[src/rtl/pci_arbiter_if.sv]
// PCI arbitration signal bundle: shared FRAME#/IRDY# plus per-master REQ#/GNT# pairs.
// The master modport is the arbiter's view; slave is the agents'/bench's view.
interface pci_arbiter_if #(
  parameter int N_MASTERS = 4,
  parameter int IDW       = 2
);
  logic                 FRAME;
  logic                 IRDY;
  logic [N_MASTERS-1:0] REQ;
  logic [N_MASTERS-1:0] GNT;
  logic [IDW-1:0]       GNT_ID;
  logic                 BUS_BUSY;

  modport master (
    input  FRAME, IRDY, REQ,
    output GNT, GNT_ID, BUS_BUSY
  );

  modport slave (
    output FRAME, IRDY, REQ,
    input  GNT, GNT_ID, BUS_BUSY
  );
endinterface

[src/rtl/pci_arbiter.sv]
// Central PCI arbiter: round-robin REQ#/GNT# grants, bus parking, idle-grant timeout,
// and a mandatory all-GNT#-high turnaround cycle whenever ownership can change.
module pci_arbiter #(
  parameter int N_MASTERS    = 4,
  parameter int PARK_MASTER  = 0,
  parameter int IDLE_TIMEOUT = 16,
  parameter int IDW          = 2
)(
  input logic          CLK,
  input logic          RST,
  pci_arbiter_if.master bus
);

  localparam int TW = $clog2(IDLE_TIMEOUT + 1);

  typedef enum logic [1:0] {S_DEAD, S_GRANTED, S_BUSY} state_t;

  state_t               r_state;
  logic [N_MASTERS-1:0] r_gnt;
  logic [IDW-1:0]       r_gnt_id;
  logic [IDW-1:0]       r_rr_ptr;
  logic [TW-1:0]        r_timer;
  logic                 r_busy;
  logic                 r_parked;
  logic                 r_started;

  logic [N_MASTERS-1:0] w_req;
  logic                 w_idle;
  logic                 w_other;
  logic                 w_owner_req;
  logic [IDW-1:0]       w_win;
  logic                 w_win_req;

  // Undriven or unknown REQ# lines count as "not requesting".
  always_comb begin
    w_req       = '0;
    w_other     = 1'b0;
    w_owner_req = 1'b0;
    for (int i = 0; i < N_MASTERS; i++) begin
      w_req[i] = (bus.REQ[i] === 1'b0);
      if (IDW'(i) == r_gnt_id) w_owner_req = w_req[i];
      else if (w_req[i])       w_other     = 1'b1;
    end
  end

  assign w_idle = (bus.FRAME == 1'b1) && (bus.IRDY == 1'b1);

  // Descending scan so the requester closest to r_rr_ptr is assigned last and wins.
  always_comb begin
    w_win     = IDW'(PARK_MASTER);
    w_win_req = 1'b0;
    for (int k = N_MASTERS - 1; k >= 0; k--) begin
      for (int i = 0; i < N_MASTERS; i++) begin
        if (w_req[i] && (i == ((int'(r_rr_ptr) + k) % N_MASTERS))) begin
          w_win     = IDW'(i);
          w_win_req = 1'b1;
        end
      end
    end
  end

  always_ff @(posedge CLK or negedge RST) begin
    if (!RST) begin
      r_state   <= S_DEAD;
      r_gnt     <= {N_MASTERS{1'b1}};
      r_gnt_id  <= IDW'(PARK_MASTER);
      r_rr_ptr  <= '0;
      r_timer   <= '0;
      r_busy    <= 1'b0;
      r_parked  <= 1'b0;
      r_started <= 1'b0;
    end else begin
      r_started <= 1'b1;
      case (r_state)
        S_DEAD: begin
          // The first edge after reset release is spent here so the first grant lands on the second.
          if (r_started) begin
            r_gnt    <= ~(N_MASTERS'(1) << w_win);
            r_gnt_id <= w_win;
            r_timer  <= '0;
            r_parked <= !w_win_req;
            if (w_win_req) r_rr_ptr <= IDW'((int'(w_win) + 1) % N_MASTERS);
            r_state  <= S_GRANTED;
          end
        end
        S_GRANTED: begin
          if (bus.FRAME == 1'b0) begin
            r_state <= S_BUSY;
            r_busy  <= 1'b1;
            r_timer <= '0;
          end else if (w_other && (!w_owner_req || r_parked)) begin
            r_state <= S_DEAD;
            r_gnt   <= {N_MASTERS{1'b1}};
          end else if (w_other && (r_timer == TW'(IDLE_TIMEOUT - 1))) begin
            r_state <= S_DEAD;
            r_gnt   <= {N_MASTERS{1'b1}};
          end else if (w_other) begin
            if (r_timer != TW'(IDLE_TIMEOUT - 1)) r_timer <= r_timer + 1'b1;
          end else begin
            r_timer <= '0;
          end
        end
        S_BUSY: begin
          // GNT# is dropped once and never re-asserted; the owner finishes on its latency timer.
          if (w_idle) begin
            r_state <= S_DEAD;
            r_busy  <= 1'b0;
            r_gnt   <= {N_MASTERS{1'b1}};
          end else if (!w_owner_req || w_other) begin
            r_gnt   <= {N_MASTERS{1'b1}};
          end
        end
        default: begin
          r_state <= S_DEAD;
          r_gnt   <= {N_MASTERS{1'b1}};
          r_busy  <= 1'b0;
        end
      endcase
    end
  end

  assign bus.GNT      = r_gnt;
  assign bus.GNT_ID   = r_gnt_id;
  assign bus.BUS_BUSY = r_busy;

endmodule
[src/flat_wrapper.sv]
// flat-port wrapper written by rule: the top's interface ports become plain ports
module pci_arbiter_flat 
#(
  parameter int N_MASTERS    = 4,
  parameter int PARK_MASTER  = 0,
  parameter int IDLE_TIMEOUT = 16,
  parameter int IDW          = 2
)
  (CLK, RST, bus_FRAME, bus_IRDY, bus_REQ, bus_GNT, bus_GNT_ID, bus_BUS_BUSY);
  pci_arbiter_if #(.N_MASTERS(N_MASTERS), .IDW(IDW)) bus_i ();
  input logic CLK;
  input logic RST;
  input wire logic [$bits(bus_i.FRAME)-1:0] bus_FRAME;
  input wire logic [$bits(bus_i.IRDY)-1:0] bus_IRDY;
  input wire logic [$bits(bus_i.REQ)-1:0] bus_REQ;
  output wire logic [$bits(bus_i.GNT)-1:0] bus_GNT;
  output wire logic [$bits(bus_i.GNT_ID)-1:0] bus_GNT_ID;
  output wire logic [$bits(bus_i.BUS_BUSY)-1:0] bus_BUS_BUSY;
  assign bus_i.FRAME = bus_FRAME;
  assign bus_i.IRDY = bus_IRDY;
  assign bus_i.REQ = bus_REQ;
  assign bus_GNT = bus_i.GNT;
  assign bus_GNT_ID = bus_i.GNT_ID;
  assign bus_BUS_BUSY = bus_i.BUS_BUSY;
  pci_arbiter #(.N_MASTERS(N_MASTERS), .PARK_MASTER(PARK_MASTER), .IDLE_TIMEOUT(IDLE_TIMEOUT), .IDW(IDW)) u_core (.CLK(CLK), .RST(RST), .bus(bus_i));
endmodule
[config.mk]
export PLATFORM = sky130hd
export DESIGN_NAME = pci_arbiter_flat
export DESIGN_NICKNAME = d
export VERILOG_FILES = /design/src/rtl/pci_arbiter_if.sv /design/src/rtl/pci_arbiter.sv /design/src/flat_wrapper.sv
export SDC_FILE = /design/constraint.sdc
export NUM_CORES = 1
export LEC_CHECK = 0
export ABC_AREA = 1
export CAP_MARGIN = 15
export CORE_MARGIN = 2
export CORE_UTILIZATION = 29
export DETAILED_ROUTE_END_ITERATION = 10
export PLACE_DENSITY = 0.53
export SYNTH_ARGS = -nofsm -noshare
export SYNTH_HDL_FRONTEND = slang
export SYNTH_SLANG_ARGS = --single-unit
[constraint.sdc]
create_clock -name CLK -period 1.8 [get_ports CLK]
set_input_delay 0.18 -clock CLK [delete_from_list [all_inputs] [get_ports CLK]]
set_output_delay 0.18 -clock CLK [all_outputs]
set_load 0.02 [all_outputs]
==> results.json <==
{
  "cp-end-kind": "flip-flop",
  "violations": "setup timing",
  "area.growth.synth_to_final_pct": 47.6,
  "gpl.final_weighted_congestion": 0.849,
  "path_clk_slew_ps": 70,
  "fin_crit_ps": 1880,
  "cp.arrival_ps": 2080,
  "worstPathCellList": "nor2_8 -> buf_4 -> nand2_2 -> nand2_1 -> a21oi_2 -> o21bai_1 -> a21oi_1 -> buf_4 -> buf_4 -> ha_2 -> nand2_1 -> nand3_1 -> nand2_1",
  "synthCells": 178,
  "htreeDepth": 1,
  "mostFrequentLayoutCells": "nand2_1 (55), buf_4 (34), inv_1 (19), clkdlybuf4s50_1 (14), dfrtp_1 (12)",
  "drive_gt1_share_pct": 37.6,
  "io_pins": 15,
  "p_per_area_nw_per_um2": 1810,
  "drv_cap": 0,
  "vias": 1224,
  "critical_path.max_stage_delay_ps": 500,
  "final_cells": 279,
  "cts_root_buf": "clkbuf_8",
  "drc": 0,
  "cts_tree": "yes",
  "synth-seq-cells": 18,
  "p_total_mw": 3.34,
  "grt_max_degree": 19,
  "crit_type": "reg2reg",
  "synth.top_cell.area_share_pct": 28.0,
  "cts.sinks": 18,
  "fp.dieW_um": 69.7,
  "row_count": 23,
  "yosysWarningCount": 0,
  "dieArea_sq_um": 4860,
  "yosysSeqAreaShare_pct": 36.4,
  "syn_nets": 192,
  "netlist_area_sq_um": 1250,
  "fin_nets": 244,
  "placed_cells": 267,
  "dpl-instance-area_sq_um": 1640,
  "fp.dieH_um": 69.7,
  "num_antenna_cells": 0,
  "grt_pass1_vias": 1269,
  "crit_path_end": "u_core.bus.GNT[0]",
  "r2r-start": "u_core.r_rr_ptr[1]",
  "cp.depth": 13,
  "synth_cell_types": 24,
  "fin_setup_tns_ps": -291,
  "fp.coreArea_sq_um": 4090,
  "max-vdd-ir-drop_uv": 636,
  "start_kind": "flip-flop",
  "dp_hpwl_mm": 2.20,
  "critPathBufInv": 3,
  "layout_commonest_cell": "nand2_1",
  "worst_slack_ps": -80.1,
  "rsz0062_at_grt": "yes",
  "cts_buffer_depth": 2,
  "synth_top_area_cell": "dfrtp_1",
  "final_max_slew_viol_count": 0,
  "first_iter_violations": 48,
  "leakagePower_nw": 0.951,
  "synth_area_leaders": "dfrtp_1 (28%), nand2_1 (18%), dfstp_2 (8.4%)",
  "overflow": 0,
  "rrSetupSlack_ps": -80,
  "finalInstanceArea_sq_um": 1850,
  "period_share_pct": 104,
  "r2r-end": "u_core.bus.GNT[0]",
  "critPathMaxFanout": 6,
  "initial_core_util_pct": 30.6,
  "post_drt_wl_per_cell_um": 10.7,
  "antenna_found_initial": 0,
  "place.port_buffers": 14,
  "hold_viol_final": 0,
  "crit_required_ps": 2000,
  "vias_per_cell": 4.39,
  "crit_path_start": "u_core.r_rr_ptr[1]",
  "ant_nets": 0,
  "firstDrtPassIters": 4,
  "grt_usage_pct": 13.4,
  "fin_skew_ps": 3.12,
  "status": "finished, violations left",
  "fillerInstances": 423,
  "hold_path.class": "in2async",
  "critPathTopFamily": "simple AND/OR/NAND/NOR gates",
  "max_freq_ghz": 0.532,
  "setup_viol": 5,
  "reg2reg_depth": 13,
  "grt_pass1_wl_mm": 5.38,
  "wl_mm": 2.97,
  "clk_latency_ps": 250,
  "syn-mean-instance-area_sq_um": 7.04,
  "cts_made_buffers": 3,
  "cpMaxStageDelayCell": "dfrtp_2"
}
## cells in the mapped netlist, drive strengths merged
| cell | n |
|---|---|
| nand2 | 69 |
| o211ai | 1 |
| o21ai | 10 |
| xor2 | 1 |
| o31ai | 1 |
| o21bai | 1 |
| inv | 23 |
| dfrtp | 14 |
| a21oi | 8 |
| buf | 2 |
| dfstp | 4 |
| nor2 | 16 |
| nand4 | 3 |
| ha | 6 |
| nand3 | 17 |
| and3 | 1 |
| conb | 1 |
## metrics by stage
stage / hold WS [ps] / util (%) / setup slack, ps
finish: 250 / 45.2 / -80.1
global route: 270 / 45.2 / -269
CTS: 255 / 43.2 / -42.8
detailed placement: 455 / 40.0 / -253
global placement: 451 / 40.0 / -263
floorplan: -116 / - / 22.3
## report_power, final
part | leakage [nW] | internal (mW) | switching [mW]
Clock | 0.0288 | 0.194 | 0.136
Combinational | 0.702 | 1.05 | 1.18
Sequential | 0.220 | 0.597 | 0.180
## flip-flops by register name, summed over array words and instances, names as in the netlist
| name | flops |
|---|---|
| u_core.r_parked | 1 |
| u_core.r_started | 1 |
| u_core.bus.GNT | 4 |
| u_core.r_rr_ptr | 2 |
| u_core.bus.BUS_BUSY | 1 |
| u_core.bus.GNT_ID | 2 |
| u_core.r_timer | 5 |
| u_core.r_state | 2 |
## worst min-delay path by stage
| stage | startpoint | slack (ps) | endpoint | depth (start not counted) |
|---|---|---|---|---|
| after floorplan | RST | -120 | u_core.bus.BUS_BUSY | 0 |
| after global placement | u_core.bus.GNT[2] | 450 | u_core.bus.GNT[2] | 2 |
| after detailed placement | u_core.bus.GNT[0] | 450 | u_core.bus.GNT[0] | 2 |
| after CTS | RST | 250 | u_core.bus.GNT_ID[1] | 2 |
| after global routing | RST | 270 | u_core.bus.GNT_ID[1] | 2 |
| final | RST | 250 | u_core.bus.GNT_ID[1] | 2 |
## layout make-up
type	instances	area (sq um)	share of cell area (%)
flip-flops and latches	18	458	24.8
inverters	23	88.8	4.81
repair buffers	49	407	22.0
clock buffers	4	55.1	2.98
multi-input cells	135	777	42.0
well taps	50	62.6	3.39
## cell families after synthesis
kind of cell	Yosys count	synth area share, %
buffers and inverters	25	8.69
AOI/OAI and AO/OA	21	9.99
adders and majority gates	6	5.99
and+or+nand+nor	106	38.0
DFF	18	36.4
xor gates and xnor gates	1	0.699
other	1	0.299
## routing by layer
metal / track usage (%) / up-vias / wire, um
met5: 0 / - / 0
met2: 22.5 / 17 / 1390
met3: 3.20 / 6 / 78
met1: 16.9 / 532 / 1440
li1: - / 669 / -
met4: 4.49 / 0 / 62
## what timing repair did
action | in CTS | in global routing
resized for setup | 11 | 23
endpoints found under the setup margin | 5 | 14
hold buffers | 0 | 0
buffers inserted | 6 | 2
pin swaps | 14 | 10
(Power assumes the default switching activity.)
